$ cat config.mk
export PLATFORM = sky130hd
export DESIGN_NAME = alu_mc
export DESIGN_NICKNAME = d
export VERILOG_FILES = /design/src/rtl/alu_mc.sv
export SDC_FILE = /design/constraint.sdc
export NUM_CORES = 1
export LEC_CHECK = 0
export CAP_MARGIN = 20
export CORE_MARGIN = 2
export CORE_UTILIZATION = 70
export CTS_CLUSTER_DIAMETER = 40
export DETAILED_ROUTE_END_ITERATION = 8
export DONT_BUFFER_PORTS = 1
export HOLD_SLACK_MARGIN = 0.02
export PLACE_DENSITY = 0.86
export SYNTH_ARGS = -nofsm -noshare
export SYNTH_HDL_FRONTEND = slang
export SYNTH_SLANG_ARGS = --single-unit
$ cat constraint.sdc
create_clock -name clk -period 7.7 [get_ports clk]
set_input_delay 0.77 -clock clk [delete_from_list [all_inputs] [get_ports clk]]
set_output_delay 0.77 -clock clk [all_outputs]
set_load 0.02 [all_outputs]
$ cat src/rtl/alu_mc.sv
// alu_mc: multi-cycle ALU with a valid/ready request and result handshake.
// Ops 0-7 and undefined ops finish in one cycle. MUL, DIVU and REMU iterate
// one bit per cycle for WIDTH cycles on operands captured at acceptance.
module alu_mc #(
  parameter int WIDTH = 32
) (
  input  logic             clk,
  input  logic             rst_n,
  input  logic             in_valid,
  output logic             in_ready,
  input  logic [WIDTH-1:0] A,
  input  logic [WIDTH-1:0] B,
  input  logic [3:0]       ALUOp,
  output logic             out_valid,
  input  logic             out_ready,
  output logic [WIDTH-1:0] Result,
  output logic             Zero,
  output logic             Err
);

  localparam int SHW = $clog2(WIDTH);
  localparam logic [SHW-1:0] LAST_CNT = SHW'(WIDTH - 1);

  localparam logic [3:0] OP_ADD  = 4'd0;
  localparam logic [3:0] OP_SUB  = 4'd1;
  localparam logic [3:0] OP_AND  = 4'd2;
  localparam logic [3:0] OP_OR   = 4'd3;
  localparam logic [3:0] OP_XOR  = 4'd4;
  localparam logic [3:0] OP_SLL  = 4'd5;
  localparam logic [3:0] OP_SRL  = 4'd6;
  localparam logic [3:0] OP_SRA  = 4'd7;
  localparam logic [3:0] OP_MUL  = 4'd8;
  localparam logic [3:0] OP_DIVU = 4'd9;
  localparam logic [3:0] OP_REMU = 4'd10;

  typedef enum logic [1:0] {
    IDLE = 2'd0,
    BUSY = 2'd1,
    DONE = 2'd2
  } state_t;

  state_t           state_r;
  logic [3:0]       op_r;
  logic [WIDTH-1:0] opa_r;      // MUL: shifting multiplicand; DIV: dividend shifting into quotient
  logic [WIDTH-1:0] opb_r;      // MUL: shifting multiplier;  DIV: divisor (held)
  logic [WIDTH-1:0] part_r;     // MUL: partial product;      DIV: partial remainder
  logic [SHW-1:0]   cnt_r;
  logic [WIDTH-1:0] result_r;
  logic             err_r;
  logic             out_valid_r;

  logic [SHW-1:0]   shamt_s;
  logic [WIDTH-1:0] quick_res_s;
  logic             quick_err_s;
  logic             multi_s;

  logic [WIDTH:0]   rem_shift_s;
  logic             div_ge_s;
  logic [WIDTH-1:0] div_rem_s;
  logic [WIDTH-1:0] div_quo_s;
  logic [WIDTH-1:0] mul_acc_s;
  logic [WIDTH-1:0] next_part_s;
  logic [WIDTH-1:0] next_a_s;
  logic [WIDTH-1:0] next_b_s;
  logic [WIDTH-1:0] fin_res_s;
  logic             fin_err_s;

  assign in_ready  = rst_n & (state_r == IDLE);
  assign out_valid = out_valid_r;
  assign Result    = result_r;
  assign Err       = err_r;
  assign Zero      = (result_r == '0);

  // Single-cycle result for ops 0-7 and undefined ops, straight from the request inputs.
  always_comb begin
    shamt_s     = B[SHW-1:0];
    quick_res_s = '0;
    quick_err_s = 1'b0;
    multi_s     = 1'b0;
    case (ALUOp)
      OP_ADD:  quick_res_s = A + B;
      OP_SUB:  quick_res_s = A - B;
      OP_AND:  quick_res_s = A & B;
      OP_OR:   quick_res_s = A | B;
      OP_XOR:  quick_res_s = A ^ B;
      OP_SLL:  quick_res_s = A << shamt_s;
      OP_SRL:  quick_res_s = A >> shamt_s;
      OP_SRA:  quick_res_s = WIDTH'($signed(A) >>> shamt_s);
      OP_MUL,
      OP_DIVU,
      OP_REMU: multi_s = 1'b1;
      default: begin
        quick_res_s = '0;
        quick_err_s = 1'b1;
      end
    endcase
  end

  // One iteration step: shift-add multiply or restoring divide.
  // A zero divisor naturally yields an all-ones quotient and remainder = A.
  always_comb begin
    rem_shift_s = {part_r, opa_r[WIDTH-1]};
    div_ge_s    = (rem_shift_s >= {1'b0, opb_r});
    div_rem_s   = div_ge_s ? (rem_shift_s[WIDTH-1:0] - opb_r) : rem_shift_s[WIDTH-1:0];
    div_quo_s   = {opa_r[WIDTH-2:0], div_ge_s};
    mul_acc_s   = opb_r[0] ? (part_r + opa_r) : part_r;
    next_part_s = part_r;
    next_a_s    = opa_r;
    next_b_s    = opb_r;
    fin_res_s   = '0;
    fin_err_s   = 1'b0;
    if (op_r == OP_MUL) begin
      next_part_s = mul_acc_s;
      next_a_s    = {opa_r[WIDTH-2:0], 1'b0};
      next_b_s    = {1'b0, opb_r[WIDTH-1:1]};
      fin_res_s   = mul_acc_s;
      fin_err_s   = 1'b0;
    end else begin
      next_part_s = div_rem_s;
      next_a_s    = div_quo_s;
      next_b_s    = opb_r;
      fin_res_s   = (op_r == OP_REMU) ? div_rem_s : div_quo_s;
      fin_err_s   = (opb_r == '0);
    end
  end

  // Control FSM with registered result, error and valid outputs.
  always_ff @(posedge clk or negedge rst_n) begin
    if (!rst_n) begin
      state_r     <= IDLE;
      op_r        <= 4'd0;
      opa_r       <= '0;
      opb_r       <= '0;
      part_r      <= '0;
      cnt_r       <= '0;
      result_r    <= '0;
      err_r       <= 1'b0;
      out_valid_r <= 1'b0;
    end else begin
      case (state_r)
        IDLE: begin
          if (in_valid) begin
            op_r   <= ALUOp;
            opa_r  <= A;
            opb_r  <= B;
            part_r <= '0;
            cnt_r  <= '0;
            if (multi_s) begin
              state_r <= BUSY;
            end else begin
              state_r     <= DONE;
              result_r    <= quick_res_s;
              err_r       <= quick_err_s;
              out_valid_r <= 1'b1;
            end
          end
        end
        BUSY: begin
          part_r <= next_part_s;
          opa_r  <= next_a_s;
          opb_r  <= next_b_s;
          cnt_r  <= cnt_r + SHW'(1);
          if (cnt_r == LAST_CNT) begin
            state_r     <= DONE;
            result_r    <= fin_res_s;
            err_r       <= fin_err_s;
            out_valid_r <= 1'b1;
          end
        end
        DONE: begin
          if (out_ready) begin
            state_r     <= IDLE;
            out_valid_r <= 1'b0;
          end
        end
        default: begin
          state_r     <= IDLE;
          out_valid_r <= 1'b0;
        end
      endcase
    end
  end

endmodule

# Word level (Yosys, flattened, before mapping)
# Cells that the tools add are included.
dict set report totals {
  register_bits 141
  out_inout_bits 36
  wordCells 92
}
dict set report op_classes {
  add_sub_neg 5
  order_cmp 1
  eq_ne 20
  shift 3
  muxes 37
  bitwise 4
  reduce_logical 13
}
# op n
set ops {}
lappend ops {{32-bit 2-to-1 mux} 12}
lappend ops {{32-bit case mux with 2 select lines} 4}
lappend ops {{32-bit case mux with 8 select lines} 1}
lappend ops {{32-bit adder} 2}
lappend ops {{32-bit zero test} 2}
lappend ops {{32-bit subtractor} 2}
lappend ops {{33-bit by 32-bit >= comparator with 1-bit output} 1}
lappend ops {{32-bit bitwise AND} 1}
lappend ops {{32-bit OR} 1}
lappend ops {{32-bit by 5-bit << shifter with 32-bit output} 1}
lappend ops {{32-bit by 5-bit right shift with 32-bit output} 1}
lappend ops {{32-bit by 5-bit >>> shifter with 32-bit output} 1}
lappend ops {{32-bit bitwise XOR} 1}
lappend ops {{4-bit equality test, second input constant} 5}
lappend ops {{4-bit by 3-bit equality test with 1-bit output, second input constant} 4}
lappend ops {{1-bit 2-to-1 mux} 11}
lappend ops {{11-bit OR reduction} 1}
lappend ops {{2-bit != test, second input constant} 5}
lappend ops {{5-bit case mux with 2 select lines} 1}
lappend ops {{4-bit by 2-bit equality test with 1-bit output, second input constant} 2}
lappend ops {{2-bit 2-to-1 mux} 4}
lappend ops {{4-bit AND reduction} 2}
lappend ops {{2-bit case mux with 3 select lines} 1}
lappend ops {{3-bit AND reduction} 2}
lappend ops {{14 further kinds} 15}

# Logic depth before layout (Yosys ltp)
dict set report logic_depth {
  ltp_word 6
  depth_mapped 21
  ltp_nobuf 17
}

# Least setup slack after synthesis
# No wires, ideal clock.
dict set report synth_timing {
  path_kind {input port to flip-flop}
  start {input B[0]}
  end {register result_r[18], in the netlist Result[18]}
  setup_time_ns 0.126
  arrival_time_ns 4.478
  required_time_ns 7.574
  slack_ns 3.096
  stages 20
  n_path_buf 4
  cell_sequence {buf_4 -> buf_4 -> buf_4 -> buf_4 -> inv_1 -> ha_1 -> nand4_1 -> o31ai_1 -> xnor2_1 -> ha_1 -> o21ai_0 -> a21boi_0 -> or2_2 -> a31oi_1 -> nor2_1 -> a311oi_1 -> xnor2_1 -> a221oi_1 -> nor2_1 -> o32a_1}
}
dict set report synth_between {
  elab_chain_cells 5
  elab_cells_between_ends 9
  cone_classes {add/sub: 2; shift: 3; mux: 4}
}
# element line
set synth_lines {}
lappend synth_lines {{from (decl)} 12} ;# input logic [WIDTH-1:0] B,
lappend synth_lines {{32-bit subtractor, or another cell as far along} 82} ;# OP_SUB: quick_res_s = A - B;
lappend synth_lines {{32-bit case mux with 8 select lines (*)} 80} ;# case (ALUOp)
lappend synth_lines {{32-bit 2-to-1 mux (*)} 148} ;# if (multi_s) begin
lappend synth_lines {{32-bit 2-to-1 mux (*)} 142} ;# if (in_valid) begin
lappend synth_lines {{32-bit case mux with 2 select lines (*)} 140} ;# case (state_r)
lappend synth_lines {{to (signal assigned)} 152} ;# result_r <= quick_res_s;
lappend synth_lines {{to (signal assigned)} 165} ;# result_r <= fin_res_s;
lappend synth_lines {{to (decl)} 48} ;# logic [WIDTH-1:0] result_r;
# Every way passes the cells marked *; elsewhere a longest branch is shown, timed or not. The select of a mux whose other input is x is not followed.
# A chain may end at the register's enable or synchronous reset.

# Worst setup path in the final report
dict set report layout_timing {
  start {register opb_r[8]}
  end {register result_r[11], in the netlist Result[11]}
}
dict set report layout_between {
  elab_chain_cells 6
  elab_cells_between_ends 7
  cone_classes {add/sub: 1; order compare: 1; mux: 5}
}
# element line
set layout_lines {}
lappend layout_lines {{from (decl)} 45} ;# logic [WIDTH-1:0] opb_r;
lappend layout_lines {{from (signal assigned)} 161} ;# opb_r <= next_b_s;
lappend layout_lines {{32-bit subtractor / 33-bit by 32-bit >= comparator with 1-bit output (equally long branches)} {104, 103}}
lappend layout_lines {{32-bit 2-to-1 mux (*)} 104} ;# div_rem_s = div_ge_s ? (rem_shift_s[WIDTH-1:0] - opb_r) : rem_shift_s[WIDTH-1:0];
lappend layout_lines {{32-bit 2-to-1 mux (*)} 122} ;# fin_res_s = (op_r == OP_REMU) ? div_rem_s : div_quo_s;
lappend layout_lines {{32-bit 2-to-1 mux (*)} 112} ;# if (op_r == OP_MUL) begin
lappend layout_lines {{32-bit 2-to-1 mux (*)} 163} ;# if (cnt_r == LAST_CNT) begin
lappend layout_lines {{32-bit case mux with 2 select lines (*)} 140}
# Marked as above.

==> metrics <==
via count=between 20000 and 25000; drt first pass iters=7; worst r2r src=opb_r[8]$_DFFE_PN0P_; # rows=59; CP required=7.99 ns; GR Util met1=between 60% and 70%; layout cell share with drive strength beyond 1=under 10%; Worst-Skew Late Latency=roughly 0.43 ns; CP max FO=38; final setup violation count=0; fin util=73.5%; CTS clk-pin slew, worst paths=0.07 ns; drt wl/cell=28.1 um; Leak Pwr=about 8.6 nW; multi-input combinational cell area=roughly 0.014 mm^2; CP Cell Sequence=inv_1, ha_1, and4_1, and3_1, a21boi_1, o31ai_1, a211oi_1, o21ai_4, buf_4, mux2i_1, o21ai_0, a211oi_1, o21ai_0; post-layout net count=roughly 2500; WL final=73500 um; min cycle time layout=approximately 4.9 ns; synth unique cells=just over 90; Reg area=about 0.0035 mm^2; # H-tree levels=4; Worst R2R End=Result[11]$_DFFE_PN0P_; vias in the first global route=roughly 19000; Synth Cell Area=about 0.018 mm^2; number of synthesized register bits=around 140; Fmax=~0.21 GHz; cells on worst reg2reg path=13; GPL Wtd Cong=1.11; register area share after synthesis=roughly a fifth; worst-margin pin slew=between 1 and 1.5 ns; pin count of the biggest net entering global routing=~140; status=finished clean; Yosys Warn Count=0; EDFF count, synth=0; Synth Instances=~2400; I/O pin count=108; final period utilization=63.1%; Global Route met2 Usage=73.8%; routed vias/inst=slightly below 8; skew final=between 0.008 and 0.009 ns; Final HPWL DP=between 50000 and 60000 um; arrival time worst endpoint=around 5 ns; total negative slack=0 ns; CTS root buf=clkbuf_16; global routing usage on met3=around a fifth; Area growth, synth to finish=3.57%; Async SR Flop Fraction=100%; ANT cells=0; Tot GR Track Use=between 50% and 60%; Pins Over Slew Limit=0; Top Family by Delay on Critical Path=compound AO/OA/AOI/OAI gates; DIE AREA=0.0276 mm^2; Die W=between 150 and 200 um; ys flop type=dfrtp_1; crit path launch type=flip-flop; DRT iter0 DRCs=~3700; core box area=~0.026 mm^2; P per Cell Area=about 270 mW/mm^2; Critical path buffers and inverters=2; highest ir drop seen on vdd=~0.37 mV; CP max stage cell=o31ai_1; final instance area=~0.019 mm^2; Residual DRC=0; Placement Cell Area=about 0.018 mm^2; Synth top area share=a little under a fifth; synth top area cells=dfrtp_1 (19%), ha_1 (11%), mux2i_1 (7.0%); Synth top cells by count=nor2_1 (278), nand2_1 (228), a21oi_1 (206), o21ai_0 (204), ha_1 (162); Setup crit end kind=flip-flop; count leader, synth=nor2_1; TritonCTS clock tree=done; worst setup path category=flip-flop to flip-flop; first-pass GRT wire length=about 110000 um; total CTS buffers=17; die height=166 um; # fillers=roughly 2000; Starting Density=70.9%; Synthesized Nets=approximately 2600; slowest stage delay, CP=0.67 ns; RSZ-0062 raised after global routing=false; max cap viols=0; CTS sink count=between 100 and 150; Slew headroom=between 20% and 30%; Final Hold Fails=0; I/O Buffers=0; flop2flop setup slack=between 2 and 3 ns; area leader, netlist=dfrtp_1; GRT overflow=0; Clock Path Buffers=2; layer carrying the most global-route usage=met2; antenna viol nets, final=0; Worst Hold Class=primary input to async pin; antenna violations before repair=1; Post-Synthesis Mean Instance Area=between 7 and 8 um^2
cell usage in the layout, fill, tap and decap left out, types with 15 or more instances in the layout:
master / n
nor2_1: 276
a211oi_1: 56
xnor2_1: 79
o21a_1: 15
dfrtp_1: 141
o22ai_1: 20
xor2_1: 30
nor4_1: 21
nand3_1: 36
a21oi_1: 206
inv_1: 118
mux2_2: 22
ha_1: 162
o211ai_1: 20
a221oi_1: 30
nand2_1: 228
o21ai_0: 204
a31oi_1: 26
mux4_2: 46
a21o_1: 48
clkbuf_16: 17
mux2i_1: 129
buf_4: 25
nor3_1: 39
kinds of logic (layout without fill, tap and decap cells):
| group | count (synthesis) | in the layout | synth area share [%] |
|---|---|---|---|
| AOI/OAI and AO/OA | 777 | 777 | 27.2 |
| and+or+nand+nor | 713 | 713 | 17.1 |
| buffers and inverters | 263 | 180 | 5.91 |
| muxes | 197 | 197 | 14.0 |
| adders and majority gates | 165 | 165 | 11.4 |
| DFF | 141 | 141 | 19.2 |
| xor gates and xnor gates | 109 | 109 | 5.19 |
where the power goes:
part           total (mW)  switching (mW)  internal, mW
registers            1.58           0.562          1.02
logic                2.64            1.64          1.00
clock network       0.856           0.364         0.492
timing repair:
item | CTS | global route
hold endpoints to repair | 0 | 5
buffers inserted | 0 | 0
gates resized for setup | 0 | 0
hold buffers | 0 | 1
metal layers:
metal | vias up | wire length (um)
li1 | 8543 | -
met1 | 9458 | 25900
met2 | 1830 | 29800
met3 | 518 | 11500
met4 | 2 | 6320
met5 | - | 7
registers in the layout (all words and copies together), names as in the netlist:
register	cells
opa_r	32
part_r	32
opb_r	32
state_r	2
op_r	4
cnt_r	5
out_valid	1
Result	32
Err	1
layout make-up:
class | count | area share (%)
Multi-Input combinational cell | 1961 | 72.6
Sequential cell | 141 | 18.5
Inverter | 120 | 2.37
Clock buffer | 18 | 2.31
Tap cell | 335 | 2.20
Timing Repair Buffer | 28 | 1.18
Clock inverter | 14 | 0.835
stage by stage:
stage / instances / power, mW / hold WS (ns) / setup slack [ns]
floorplan: 2365 / 3.29 / 0.474 / 3.10
CTS: 2614 / 4.89 / 0.0291 / 3.11
finish: 2617 / 5.08 / 0.0284 / 2.84
global placement: 2582 / 3.90 / 0.477 / 2.90
detailed placement: 2582 / 4.01 / 0.477 / 2.74
global route: 2617 / 5.28 / 0.0225 / 2.73
worst max-delay path by stage:
stage / start / end / slack (ns) / depth (start not counted)
after floorplan: B[0] / Result[18]$_DFFE_PN0P_ / 3.10 / 20
after global placement: ALUOp[1] / Result[23]$_DFFE_PN0P_ / 2.90 / 16
after detailed placement: ALUOp[1] / Result[23]$_DFFE_PN0P_ / 2.74 / 16
after CTS: opb_r[8]$_DFFE_PN0P_ / Result[11]$_DFFE_PN0P_ / 3.11 / 13
after global routing: ALUOp[1] / Result[18]$_DFFE_PN0P_ / 2.73 / 15
final: opb_r[8]$_DFFE_PN0P_ / Result[11]$_DFFE_PN0P_ / 2.84 / 13
(Power assumes the default switching activity.)
